$ cat src/rtl/stopwatch_if.sv
// Control/display bundle between the key handling, the stopwatch counter and
// the display source selector.
interface stopwatch_if;
    logic       start_stop;
    logic       clear;
    logic       lap;
    logic [3:0] stopwatchsech;
    logic [3:0] stopwatchsecl;
    logic [3:0] stopwatchmsech;
    logic [3:0] stopwatchmsecl;
    logic       running;
    logic       ovf;

    modport master (
        output start_stop, clear, lap,
        input  stopwatchsech, stopwatchsecl, stopwatchmsech, stopwatchmsecl,
        input  running, ovf
    );

    modport slave (
        input  start_stop, clear, lap,
        output stopwatchsech, stopwatchsecl, stopwatchmsech, stopwatchmsecl,
        output running, ovf
    );
endinterface

$ cat src/rtl/stopwatch_counter.sv
// Stopwatch: TICK_DIV prescaler to a 10 ms tick and SS.CC BCD count with run/pause/clear.
// Optional lap freeze of the displayed value when STOPWATCH_LAP_EN is defined.
module stopwatch_counter #(
    parameter int unsigned TICK_DIV = 500000
) (
    input  logic        clk,
    input  logic        rst,
    stopwatch_if.slave  sw
);
    localparam int unsigned   PW      = $clog2(TICK_DIV);
    localparam logic [PW-1:0] PRE_MAX = PW'(TICK_DIV - 1);

    localparam logic [1:0] ST_IDLE  = 2'd0;
    localparam logic [1:0] ST_RUN   = 2'd1;
    localparam logic [1:0] ST_PAUSE = 2'd2;

    // Ripple BCD increment over four digits; any out-of-range digit rolls to 0.
    function automatic logic [15:0] bcd_inc(input logic [15:0] v);
        logic [15:0] r;
        logic        c;
        r = v;
        c = 1'b1;
        for (int i = 0; i < 4; i++) begin
            if (c) begin
                if (v[4*i +: 4] >= 4'd9) begin
                    r[4*i +: 4] = 4'd0;
                end else begin
                    r[4*i +: 4] = v[4*i +: 4] + 4'd1;
                    c = 1'b0;
                end
            end else begin
                r[4*i +: 4] = v[4*i +: 4];
            end
        end
        return r;
    endfunction

    logic          ss_q_r, clr_q_r;
    logic          ss_press_s, clr_press_s;
    logic [1:0]    state_r, state_nx_s;
    logic [PW-1:0] presc_r, presc_nx_s;
    logic [15:0]   cnt_r, cnt_nx_s;
    logic          tick_s, wrap_s;
    logic          running_r, ovf_r;
    logic [15:0]   out_s;

    assign ss_press_s  = sw.start_stop & ~ss_q_r;
    assign clr_press_s = sw.clear & ~clr_q_r;

    // Next-state, prescaler and count; clear overrides both start_stop and tick.
    always_comb begin
        state_nx_s = state_r;
        presc_nx_s = presc_r;
        cnt_nx_s   = cnt_r;
        tick_s     = (state_r == ST_RUN) && (presc_r == PRE_MAX);
        wrap_s     = tick_s && (cnt_r == 16'h9999);
        if (clr_press_s) begin
            state_nx_s = ST_IDLE;
            presc_nx_s = '0;
            cnt_nx_s   = 16'h0000;
        end else begin
            if (state_r == ST_RUN) begin
                if (tick_s) begin
                    presc_nx_s = '0;
                    cnt_nx_s   = bcd_inc(cnt_r);
                end else begin
                    presc_nx_s = presc_r + PW'(1);
                end
            end else begin
                presc_nx_s = presc_r;
            end
            case (state_r)
                ST_IDLE:  state_nx_s = ss_press_s ? ST_RUN   : ST_IDLE;
                ST_RUN:   state_nx_s = ss_press_s ? ST_PAUSE : ST_RUN;
                ST_PAUSE: state_nx_s = ss_press_s ? ST_RUN   : ST_PAUSE;
                default: begin
                    state_nx_s = ST_IDLE;
                    presc_nx_s = '0;
                    cnt_nx_s   = 16'h0000;
                end
            endcase
        end
    end

    // Edge registers, FSM, prescaler, live count and status outputs.
    always_ff @(posedge clk) begin
        if (rst) begin
            ss_q_r    <= 1'b0;
            clr_q_r   <= 1'b0;
            state_r   <= ST_IDLE;
            presc_r   <= '0;
            cnt_r     <= 16'h0000;
            running_r <= 1'b0;
            ovf_r     <= 1'b0;
        end else begin
            ss_q_r    <= sw.start_stop;
            clr_q_r   <= sw.clear;
            state_r   <= state_nx_s;
            presc_r   <= presc_nx_s;
            cnt_r     <= cnt_nx_s;
            running_r <= (state_nx_s == ST_RUN);
            ovf_r     <= clr_press_s ? 1'b0 : (ovf_r | wrap_s);
        end
    end

`ifdef STOPWATCH_LAP_EN
    logic        lap_q_r, lap_press_s;
    logic        frz_r, frz_nx_s;
    logic [15:0] disp_r;

    assign lap_press_s = sw.lap & ~lap_q_r;

    // Lap toggle: ignored in IDLE, released by clear.
    always_comb begin
        if (clr_press_s) begin
            frz_nx_s = 1'b0;
        end else if (lap_press_s && (state_r != ST_IDLE)) begin
            frz_nx_s = ~frz_r;
        end else begin
            frz_nx_s = frz_r;
        end
    end

    // Display register tracks the live count except while frozen.
    always_ff @(posedge clk) begin
        if (rst) begin
            lap_q_r <= 1'b0;
            frz_r   <= 1'b0;
            disp_r  <= 16'h0000;
        end else begin
            lap_q_r <= sw.lap;
            frz_r   <= frz_nx_s;
            disp_r  <= frz_nx_s ? disp_r : cnt_nx_s;
        end
    end

    assign out_s = disp_r;
`else
    assign out_s = cnt_r;
`endif

    assign sw.stopwatchsech  = out_s[15:12];
    assign sw.stopwatchsecl  = out_s[11:8];
    assign sw.stopwatchmsech = out_s[7:4];
    assign sw.stopwatchmsecl = out_s[3:0];
    assign sw.running        = running_r;
    assign sw.ovf            = ovf_r;
endmodule

$ cat src/flat_wrapper.sv
// flat-port wrapper written by rule: the top's interface ports become plain ports
module stopwatch_counter_flat 
#(
    parameter int unsigned TICK_DIV = 500000
)
  (clk, rst, sw_start_stop, sw_clear, sw_lap, sw_stopwatchsech, sw_stopwatchsecl, sw_stopwatchmsech, sw_stopwatchmsecl, sw_running, sw_ovf);
  stopwatch_if sw_i ();
  input  logic clk;
  input  logic rst;
  input wire logic [$bits(sw_i.start_stop)-1:0] sw_start_stop;
  input wire logic [$bits(sw_i.clear)-1:0] sw_clear;
  input wire logic [$bits(sw_i.lap)-1:0] sw_lap;
  output wire logic [$bits(sw_i.stopwatchsech)-1:0] sw_stopwatchsech;
  output wire logic [$bits(sw_i.stopwatchsecl)-1:0] sw_stopwatchsecl;
  output wire logic [$bits(sw_i.stopwatchmsech)-1:0] sw_stopwatchmsech;
  output wire logic [$bits(sw_i.stopwatchmsecl)-1:0] sw_stopwatchmsecl;
  output wire logic [$bits(sw_i.running)-1:0] sw_running;
  output wire logic [$bits(sw_i.ovf)-1:0] sw_ovf;
  assign sw_i.start_stop = sw_start_stop;
  assign sw_i.clear = sw_clear;
  assign sw_i.lap = sw_lap;
  assign sw_stopwatchsech = sw_i.stopwatchsech;
  assign sw_stopwatchsecl = sw_i.stopwatchsecl;
  assign sw_stopwatchmsech = sw_i.stopwatchmsech;
  assign sw_stopwatchmsecl = sw_i.stopwatchmsecl;
  assign sw_running = sw_i.running;
  assign sw_ovf = sw_i.ovf;
  stopwatch_counter #(.TICK_DIV(TICK_DIV)) u_core (.clk(clk), .rst(rst), .sw(sw_i));
endmodule
$ cat config.mk
export PLATFORM = sky130hd
export DESIGN_NAME = stopwatch_counter_flat
export DESIGN_NICKNAME = d
export VERILOG_FILES = /design/src/rtl/stopwatch_if.sv /design/src/rtl/stopwatch_counter.sv /design/src/flat_wrapper.sv
export SDC_FILE = /design/constraint.sdc
export NUM_CORES = 1
export LEC_CHECK = 0
export ABC_CLOCK_PERIOD_IN_PS = 2090
export BUFFER_PORTS_ARGS = -buffer_cell sky130_fd_sc_hd__buf_4
export CORE_AREA = 3 3 68 70
export CTS_CLUSTER_SIZE = 20
export DETAILED_ROUTE_END_ITERATION = 10
export DIE_AREA = 0 0 71 73
export MAX_ROUTING_LAYER = met4
export PLACE_DENSITY = 0.82
export SYNTH_ARGS = -nofsm -noshare
export SYNTH_HDL_FRONTEND = slang
export SYNTH_SLANG_ARGS = --single-unit
$ cat constraint.sdc
create_clock -name clk -period 2.09 [get_ports clk]
set_clock_uncertainty 0.05 [all_clocks]
set_input_delay 0.418 -clock clk [delete_from_list [all_inputs] [get_ports clk]]
set_output_delay 0.418 -clock clk [all_outputs]
set_load 0.03 [all_outputs]
==> results of run 1 <==
## worst register-to-register path, stage by stage (launching register included)
cell and delay, ns:
dfxtp_4 0.37, nor4b_4 0.30, nand4_2 0.17, or3_4 0.42, or4_1 0.41, a32o_1 0.27
## registers in the layout, indices dropped and copies added (netlist names)
register and count:
u_core.state_r 2, u_core.cnt_r 16, u_core.sw.ovf 1, u_core.sw.running 1
u_core.presc_r 19, u_core.clr_q_r 1, u_core.ss_q_r 1
## cells in the final DEF, fill, tap and decap left out, types with 3 or more instances in the layout
cell type | netlist | routed
buf_4 | 0 | 44
ha_1 | 13 | 12
a21o_1 | 3 | 3
nand2_1 | 15 | 15
nor2b_1 | 4 | 4
nand3_1 | 12 | 12
and3_1 | 3 | 3
inv_1 | 13 | 13
nor2_1 | 35 | 35
nand4b_1 | 4 | 4
xor2_1 | 15 | 15
a21oi_1 | 13 | 13
nand4_1 | 11 | 11
clkbuf_8 | 0 | 6
nor3_1 | 6 | 5
mux2i_1 | 3 | 3
dfxtp_1 | 41 | 36
dfxtp_4 | 0 | 3
## worst min-delay path by stage
stage               slack (ns)  depth (start not counted)                 to         startpoint
floorplan                 0.41                          2  u_core.presc_r[0]  u_core.presc_r[0]
global placement          0.43                          2  u_core.presc_r[0]  u_core.presc_r[0]
detailed placement        0.44                          2    u_core.cnt_r[1]    u_core.cnt_r[1]
CTS                       0.24                          2     u_core.clr_q_r                rst
global route              0.25                          2     u_core.clr_q_r                rst
finish                    0.24                          2     u_core.clr_q_r                rst
## area by class of cell
| class | instances | area [um2] |
|---|---|---|
| clock buffer | 7 | 86.3 |
| timing repair buffer | 44 | 330 |
| tap | 50 | 62.6 |
| sequential | 41 | 835 |
| fill | 335 | 1430 |
| inverter | 13 | 48.8 |
| multi-input combinational | 177 | 1240 |
## layer usage
layer,vias up,wire [um],share of wire [%]
met5,-,0,0
li1,934,-,-
met4,0,56,1.2
met1,881,2200,48
met2,50,2110,46
met3,5,214,4.7
## kinds of logic after synthesis
| group | Yosys count | synth area share (%) |
|---|---|---|
| buf+inv | 19 | 3.52 |
| flops | 41 | 39.8 |
| xor+xnor | 17 | 7.21 |
| mux | 3 | 1.45 |
| compound gates | 30 | 9.52 |
| fa+ha+maj | 13 | 7.88 |
| simple gates | 113 | 30.7 |
## where the power goes
group	switching, mW	internal, mW
clock network	0.256	0.262
registers	0.00294	0.782
logic	0.0340	0.0212
## what timing repair did
action                     4_1_cts  5_1_grt
hold buffers                     0        0
setup endpoints to repair        6        4
resized for setup                2        6
pin swaps                        0        6
cloned                           0        1
buffers inserted                 0        2
## synthesized netlist by cell type (all sizes together), types with 2 or more instances
master	count
and4	2
and3	3
nand4	12
a21oi	13
nor2	35
or3	3
a21o	3
xnor2	2
xor2	15
nor3	6
inv	13
o21ai	2
nand2b	2
nor4b	3
mux2i	3
nand3	12
clkbuf	5
nand2	15
a41oi	2
nor4	3
nand4b	4
ha	13
dfxtp	41
o31ai	3
and2	2
nor2b	4
==> results.cfg, run 1 <==
[outcome]
status = complete, but fails checks
failed_checks = setup timing

[clock_tree]
cts-root-buf = clkbuf_8
clk_latency_ns = 0.29
htree_levels = 2
cts.sinks = 41
clk_pin_slew_ns = 0.08
clockBufferDepth = 2
cts_made_buffers = 5
cts_tree = built

[layout]
diodes = 0
drive_gt1_share_pct = 24.1
final_cells = 332
final_nets = 300
area_growth_pct = 26.1
final_util_pct = 64.6
fin_area_um2 = 2600

[timing]
finalSetupViolations = 1
rsz0062_at_grt = true
fin_ws_ns = -0.00505
whs_ns = 0.243
slew_viol_final = 0
period_share_pct = 100
tightest_slew_ns = 0.584
fin_crit_ns = 2.10
fmaxAchievable_mhz = 477
maxSlewHeadroom_pct = 61.1
finalSetupTns_ns = -0.00505
final_hold_viol_count = 0

[critical_path]
cp.arrival_ns = 2.23
criticalPathCategory = reg2reg
worst-path-buf-inv = 0
critPathTopFamily = simple AND/OR/NAND/NOR gates
critPathMaxStageDelay_ns = 0.42
path_max_fanout = 4
cp_cell_sequence = nor4b_4 -> nand4_2 -> or3_4 -> or4_1 -> a32o_1
cp-end-kind = flop
crit_end = u_core.cnt_r[14]
critPathLaunch = u_core.presc_r[11]
r2r-end = u_core.cnt_r[14]
reg2reg_depth = 5
worstPathRequired_ns = 2.22
r2r_slack_ns = -0.005
cp.depth = 5
critPathSlowestCell = or3_4
crit_path_start_kind = flop
r2r-start = u_core.presc_r[11]

[logic_synthesis]
ys_warn_count = 0
yosysTopAreaCellShare_pct = 39.8
ys_ff_latch = 41
syn_inst = 236
syn-num-nets = 254
ys_async_sr_fraction_pct = 0
synthesis.area_um2 = 2060
synth.distinct_cells = 45
synth_edf_count = 0
yosysSeqAreaShare_pct = 39.8
syn_area_per_cell_um2 = 8.75
synth_top_area_cell = dfxtp_1
synthTopCellsByArea = dfxtp_1 (40%), ha_1 (7.9%), nor2_1 (6.4%)
synthFlopType = dfxtp_1

[grt]
grtUsageMet3_pct = 2.89
grt-busiest-layer = met2
grt_pass1_vias = 1674
grt_use_total_pct = 18.4
grt_pass1_wl_um = 7450
grt.met2_usage_pct = 28.7
grt_max_degree = 18
antenna_found_initial = 0
grt_use_met1_pct = 24.2
grt-ovfl-total = 0

[placed_design]
dp_hpwl_um = 3220
globalplace.congestion = 0.885
dp_cells = 322
placement.cell_area_um2 = 2440
pre_cts_ws_ns = -0.110
io_buffers = 21

[drt]
drt-initial-drc-count = 128
drc = 0
vias_per_cell = 5.63
vias = 1870
wl_per_cell_um = 13.8
wl_um = 4580
ant_nets = 0
drt-pass1-iter-count = 4

[power]
power_density_nw_per_um2 = 522
p_leak_nw = 0.995
ir_drop_mv = 0.322
power.total_mw = 1.36

[floorplan]
core_area_um2 = 4030
die_w_um = 71
io_pins = 23
die_area_um2 = 5180
rows = 23
initial_core_util_pct = 51.2
dieHeight_um = 73

[job]
maxCapViolCount = 0

[min_path]
hp-class = in2reg
No activity file was read; power rests on OpenSTA's default activity.
==> run 2, diff against run 1 <==
ABC_CLOCK_PERIOD_IN_PS = 2500   (was 2090)
PLACE_DENSITY = 0.79   (was 0.82)
SKIP_LAST_GASP = 1   (was not set)
clock period = 2.5 ns   (was 2.09 ns; I/O delays follow)
==> results.cfg, run 2 (synthesis results as in run 1) <==
[grt]
grt_pass1_wl_um = 7250
antenna_found_initial = 0
grt_use_total_pct = 17.9
grt-ovfl-total = 0
grt_pass1_vias = 1655
grt_max_degree = 18

[timing]
tightest_slew_ns = 0.594
period_share_pct = 91.7
finalSetupTns_ns = 0
finalSetupViolations = 0
rsz0062_at_grt = false
slew_viol_final = 0
fin_crit_ns = 2.29
fmaxAchievable_mhz = 436
maxSlewHeadroom_pct = 60.1
final_hold_viol_count = 0

[clock_tree]
holdBufCountCts = 0
clk_pin_slew_ns = 0.08
cts_resized = 0
cts-root-buf = clkbuf_8
cts_setup_buffers = 0
clockBufferDepth = 2
clk_latency_ns = 0.29
htree_levels = 2
cts.sinks = 41
cts_tree = built
cts_made_buffers = 5

[floorplan]
rows = 23
initial_core_util_pct = 51.2
die_area_um2 = 5180
die_w_um = 71
core_area_um2 = 4030
dieHeight_um = 73
io_pins = 23

[drt]
drc = 0
vias = 1778
wl_um = 4200
wl_per_cell_um = 13.3
wl_met3_um = 215
drt-initial-drc-count = 84
dr.max_layer_used = met4
wl_met2_um = 1940
drt-pass1-iter-count = 4
vias_per_cell = 5.63
m1WireLength_um = 2000
ant_nets = 0

[power]
power.total_mw = 1.12
ir_drop_mv = 0.275
p_leak_nw = 0.906
power_density_nw_per_um2 = 465

[layout]
diodes = 0
largest_reg_flops = 19
mostFrequentLayoutCell = dfxtp_1
final_util_pct = 59.5
drive_gt1_share_pct = 15.8
fill_cells = 360
regMostFlops = u_core.presc_r
final_nets = 283
most-common-layout-cells = dfxtp_1 (41), nor2_1 (35), buf_4 (28), nand2_1 (15), xor2_1 (15)
top_regs = u_core.presc_r (19), u_core.cnt_r (16), u_core.state_r (2)
area_growth_pct = 16.1

[placed_design]
globalplace.congestion = 0.794
dp_hpwl_um = 3010
io_buffers = 21

[critical_path]
cp-end-kind = flop
r2r-end = u_core.cnt_r[14]
r2r-start = u_core.presc_r[0]
reg2reg_depth = 5
r2r_slack_ns = 0.21
critPathTopFamily = simple AND/OR/NAND/NOR gates
critPathSlowestCell = or4_1
worst-path-buf-inv = 0
cp.arrival_ns = 2.43
criticalPathCategory = reg2reg
critPathMaxStageDelay_ns = 0.53
crit_path_start_kind = flop
cp_cell_sequence = ha_1 -> nand4_1 -> or3_1 -> or4_1 -> a32o_1
path_max_fanout = 7
worstPathRequired_ns = 2.64

[min_path]
hp-class = in2reg
holdCritStartpoint = rst
holdPathEnd = u_core.clr_q_r
hold_depth = 2

[outcome]
status = completed

[job]
maxCapViolCount = 0
[run 2: cell type report]
type	instances	area, um2	share of cell area (%)
Clock buffer	6	72.6	3.03
Clock inverter	2	10.0	0.418
Inverter	13	48.8	2.04
Multi-Input combinational cell	176	1170	48.9
Sequential cell	41	821	34.3
Tap cell	50	62.6	2.61
Timing Repair Buffer	28	210	8.77
[run 2: metrics by stage]
| stage | instances | cell area (um2) | hold WS [ns] | setup slack, ns |
|---|---|---|---|---|
| 3_3_place_gp | 308 | 2310 | 0.412 | 0.262 |
| 4_1_cts | 316 | 2400 | 0.317 | 0.212 |
| 3_5_place_dp | 308 | 2310 | 0.423 | 0.219 |
| 2_1_floorplan | 236 | 2060 | 0.421 | 0.0807 |
| 6_report | 316 | 2400 | 0.322 | 0.207 |
| 5_1_grt | 316 | 2400 | 0.320 | 0.0977 |
[run 2: worst max path at each step]
stage | to | cells after the start | start
after floorplan | u_core.cnt_r[14] | 8 | u_core.cnt_r[0]
after CTS | u_core.cnt_r[14] | 5 | u_core.presc_r[0]
final | u_core.cnt_r[14] | 5 | u_core.presc_r[0]
after global routing | u_core.cnt_r[14] | 5 | u_core.presc_r[0]
after detailed placement | u_core.cnt_r[14] | 5 | u_core.presc_r[10]
after global placement | u_core.cnt_r[14] | 5 | u_core.presc_r[10]
[run 2: routing by layer]
layer  vias up  global-route usage, %
met5         -                      -
met2        33                   28.3
met3         6                   5.23
met4         0                   5.85
li1        894                      -
met1       845                   22.0
[run 2: where the power goes]
group          total (mW)  switching, mW  leakage (nW)  internal, mW
Sequential          0.659        0.00248         0.331         0.657
Clock               0.413          0.219        0.0450         0.193
Combinational      0.0431         0.0280         0.530        0.0151
Total                1.12          0.250         0.906         0.865
==> run 3, diff against run 2 <==
ABC_CLOCK_PERIOD_IN_PS = 2800   (was 2500)
SLEW_MARGIN = 25   (was not set)
clock period = 2.8 ns   (was 2.5 ns; I/O delays follow)
==> results.cfg, run 3 (synthesis results as in run 1) <==
[layout]
fin_area_um2 = 2380
regMostFlops = u_core.presc_r
largest_reg_flops = 19
drive_gt1_share_pct = 14.6
final_nets = 278
fill_cells = 382
most-common-layout-cells = dfxtp_1 (41), nor2_1 (35), buf_4 (23), nand2_1 (15), xor2_1 (15)
diodes = 0
top_regs = u_core.presc_r (19), u_core.cnt_r (16), u_core.state_r (2)
area_growth_pct = 15.2
mostFrequentLayoutCell = dfxtp_1

[power]
power.total_mw = 1.04
ir_drop_mv = 0.379
p_leak_nw = 0.892
power_density_nw_per_um2 = 440

[outcome]
status = completed

[clock_tree]
holdBufCountCts = 0
clk_pin_slew_ns = 0.08
cts-root-buf = clkbuf_8
cts_setup_buffers = 0
clk_latency_ns = 0.29
clockBufferDepth = 2
cts.sinks = 41
cts_resized = 0
cts_tree = built
cts_made_buffers = 5
htree_levels = 2

[timing]
fmaxAchievable_mhz = 412
maxSlewHeadroom_pct = 39.3
final_hold_viol_count = 0
finalSetupViolations = 0
whs_ns = 0.380
rsz0062_at_grt = false
finalSetupTns_ns = 0
fin_crit_ns = 2.43
fin_ws_ns = 0.370
slew_viol_final = 0
period_share_pct = 86.8
tightest_slew_ns = 0.903

[critical_path]
cp.depth = 5
critPathSlowestCell = or4_1
criticalPathCategory = reg2reg
critPathLaunch = u_core.presc_r[0]
crit_end = u_core.cnt_r[14]
critPathTopFamily = simple AND/OR/NAND/NOR gates
cp.arrival_ns = 2.57
worstPathRequired_ns = 2.94
r2r_slack_ns = 0.37
cp_cell_sequence = ha_1 -> nand4_1 -> or3_1 -> or4_1 -> a32o_1
reg2reg_depth = 5
r2r-start = u_core.presc_r[0]
worst-path-buf-inv = 0
critPathMaxStageDelay_ns = 0.55
cp-end-kind = flop
r2r-end = u_core.cnt_r[14]
path_max_fanout = 8
crit_path_start_kind = flop

[placed_design]
placement.cell_area_um2 = 2280
globalplace.congestion = 0.777
io_buffers = 21
pre_cts_ws_ns = 0.384
dp_hpwl_um = 3050

[grt]
antenna_found_initial = 0
grt_pass1_wl_um = 7110
grt-ovfl-total = 0
grt_use_total_pct = 17.4
grt_max_degree = 18
grt_pass1_vias = 1591

[drt]
wl_met2_um = 1900
vias_per_cell = 5.53
vias = 1721
m1WireLength_um = 2070
wl_um = 4150
drt-pass1-iter-count = 4
wl_per_cell_um = 13.3
wl_met3_um = 133
drc = 0
ant_nets = 0
drt-initial-drc-count = 99
dr.max_layer_used = met4

[min_path]
hp-class = in2reg

[job]
maxCapViolCount = 0

[floorplan]
dieHeight_um = 73
core_area_um2 = 4030
die_w_um = 71
rows = 23
io_pins = 23
die_area_um2 = 5180
initial_core_util_pct = 51.2
-- run 3: cell types whose count changed in the layout (fill, tap and decap cells not counted) --
cell / before / now
clkinv_2: 2 / 1
buf_4: 28 / 23
clkbuf_1: 1 / 0
clkbuf_8: 5 / 7
-- run 3: worst min-delay path by stage --
| stage | slack, ns | cells after the start | startpoint | endpoint |
|---|---|---|---|---|
| 2_1_floorplan | 0.42 | 2 | u_core.presc_r[18] | u_core.presc_r[18] |
| 3_3_place_gp | 0.41 | 2 | u_core.sw.ovf | u_core.sw.ovf |
| 3_5_place_dp | 0.43 | 2 | u_core.sw.ovf | u_core.sw.ovf |
| 4_1_cts | 0.37 | 2 | rst | u_core.clr_q_r |
| 5_1_grt | 0.38 | 2 | rst | u_core.clr_q_r |
| 6_report | 0.38 | 2 | rst | u_core.clr_q_r |
-- run 3: cell type report --
class                           instances  area [um2]  area share [%]
Clock buffer                            7        96.3            4.05
Clock inverter                          1        5.00           0.211
Inverter                               13        48.8            2.05
Multi-Input combinational cell        176        1170            49.3
Sequential cell                        41         821            34.5
Tap cell                               50        62.6            2.63
Timing Repair Buffer                   23         173            7.26
-- run 3: worst reg2reg max path, delay by kind of cell (launching register included) --
kind	cells	cell delay, ns
AO/OA/AOI/OAI	1	0.26
adder cells (fa/ha/maj)	1	0.27
AND/OR/NAND/NOR	3	1.32
flip-flops	1	0.43
-- run 3: where the power goes --
part           switching [mW]  internal [mW]
Sequential            0.00334          0.587
Clock                   0.198          0.223
Combinational          0.0227         0.0113
-- run 3: stage by stage --
step | instances | util, %
floorplan | 236 | -
global placement | 303 | 56.5
detailed placement | 303 | 56.5
CTS | 311 | 59.0
global route | 311 | 59.0
finish | 311 | 59.0
-- run 3: metal layers --
layer / vias to the layer above / track usage [%]
li1: 881 / -
met1: 811 / 22.2
met2: 24 / 27.1
met3: 5 / 3.86
met4: 0 / 6.68
met5: - / -
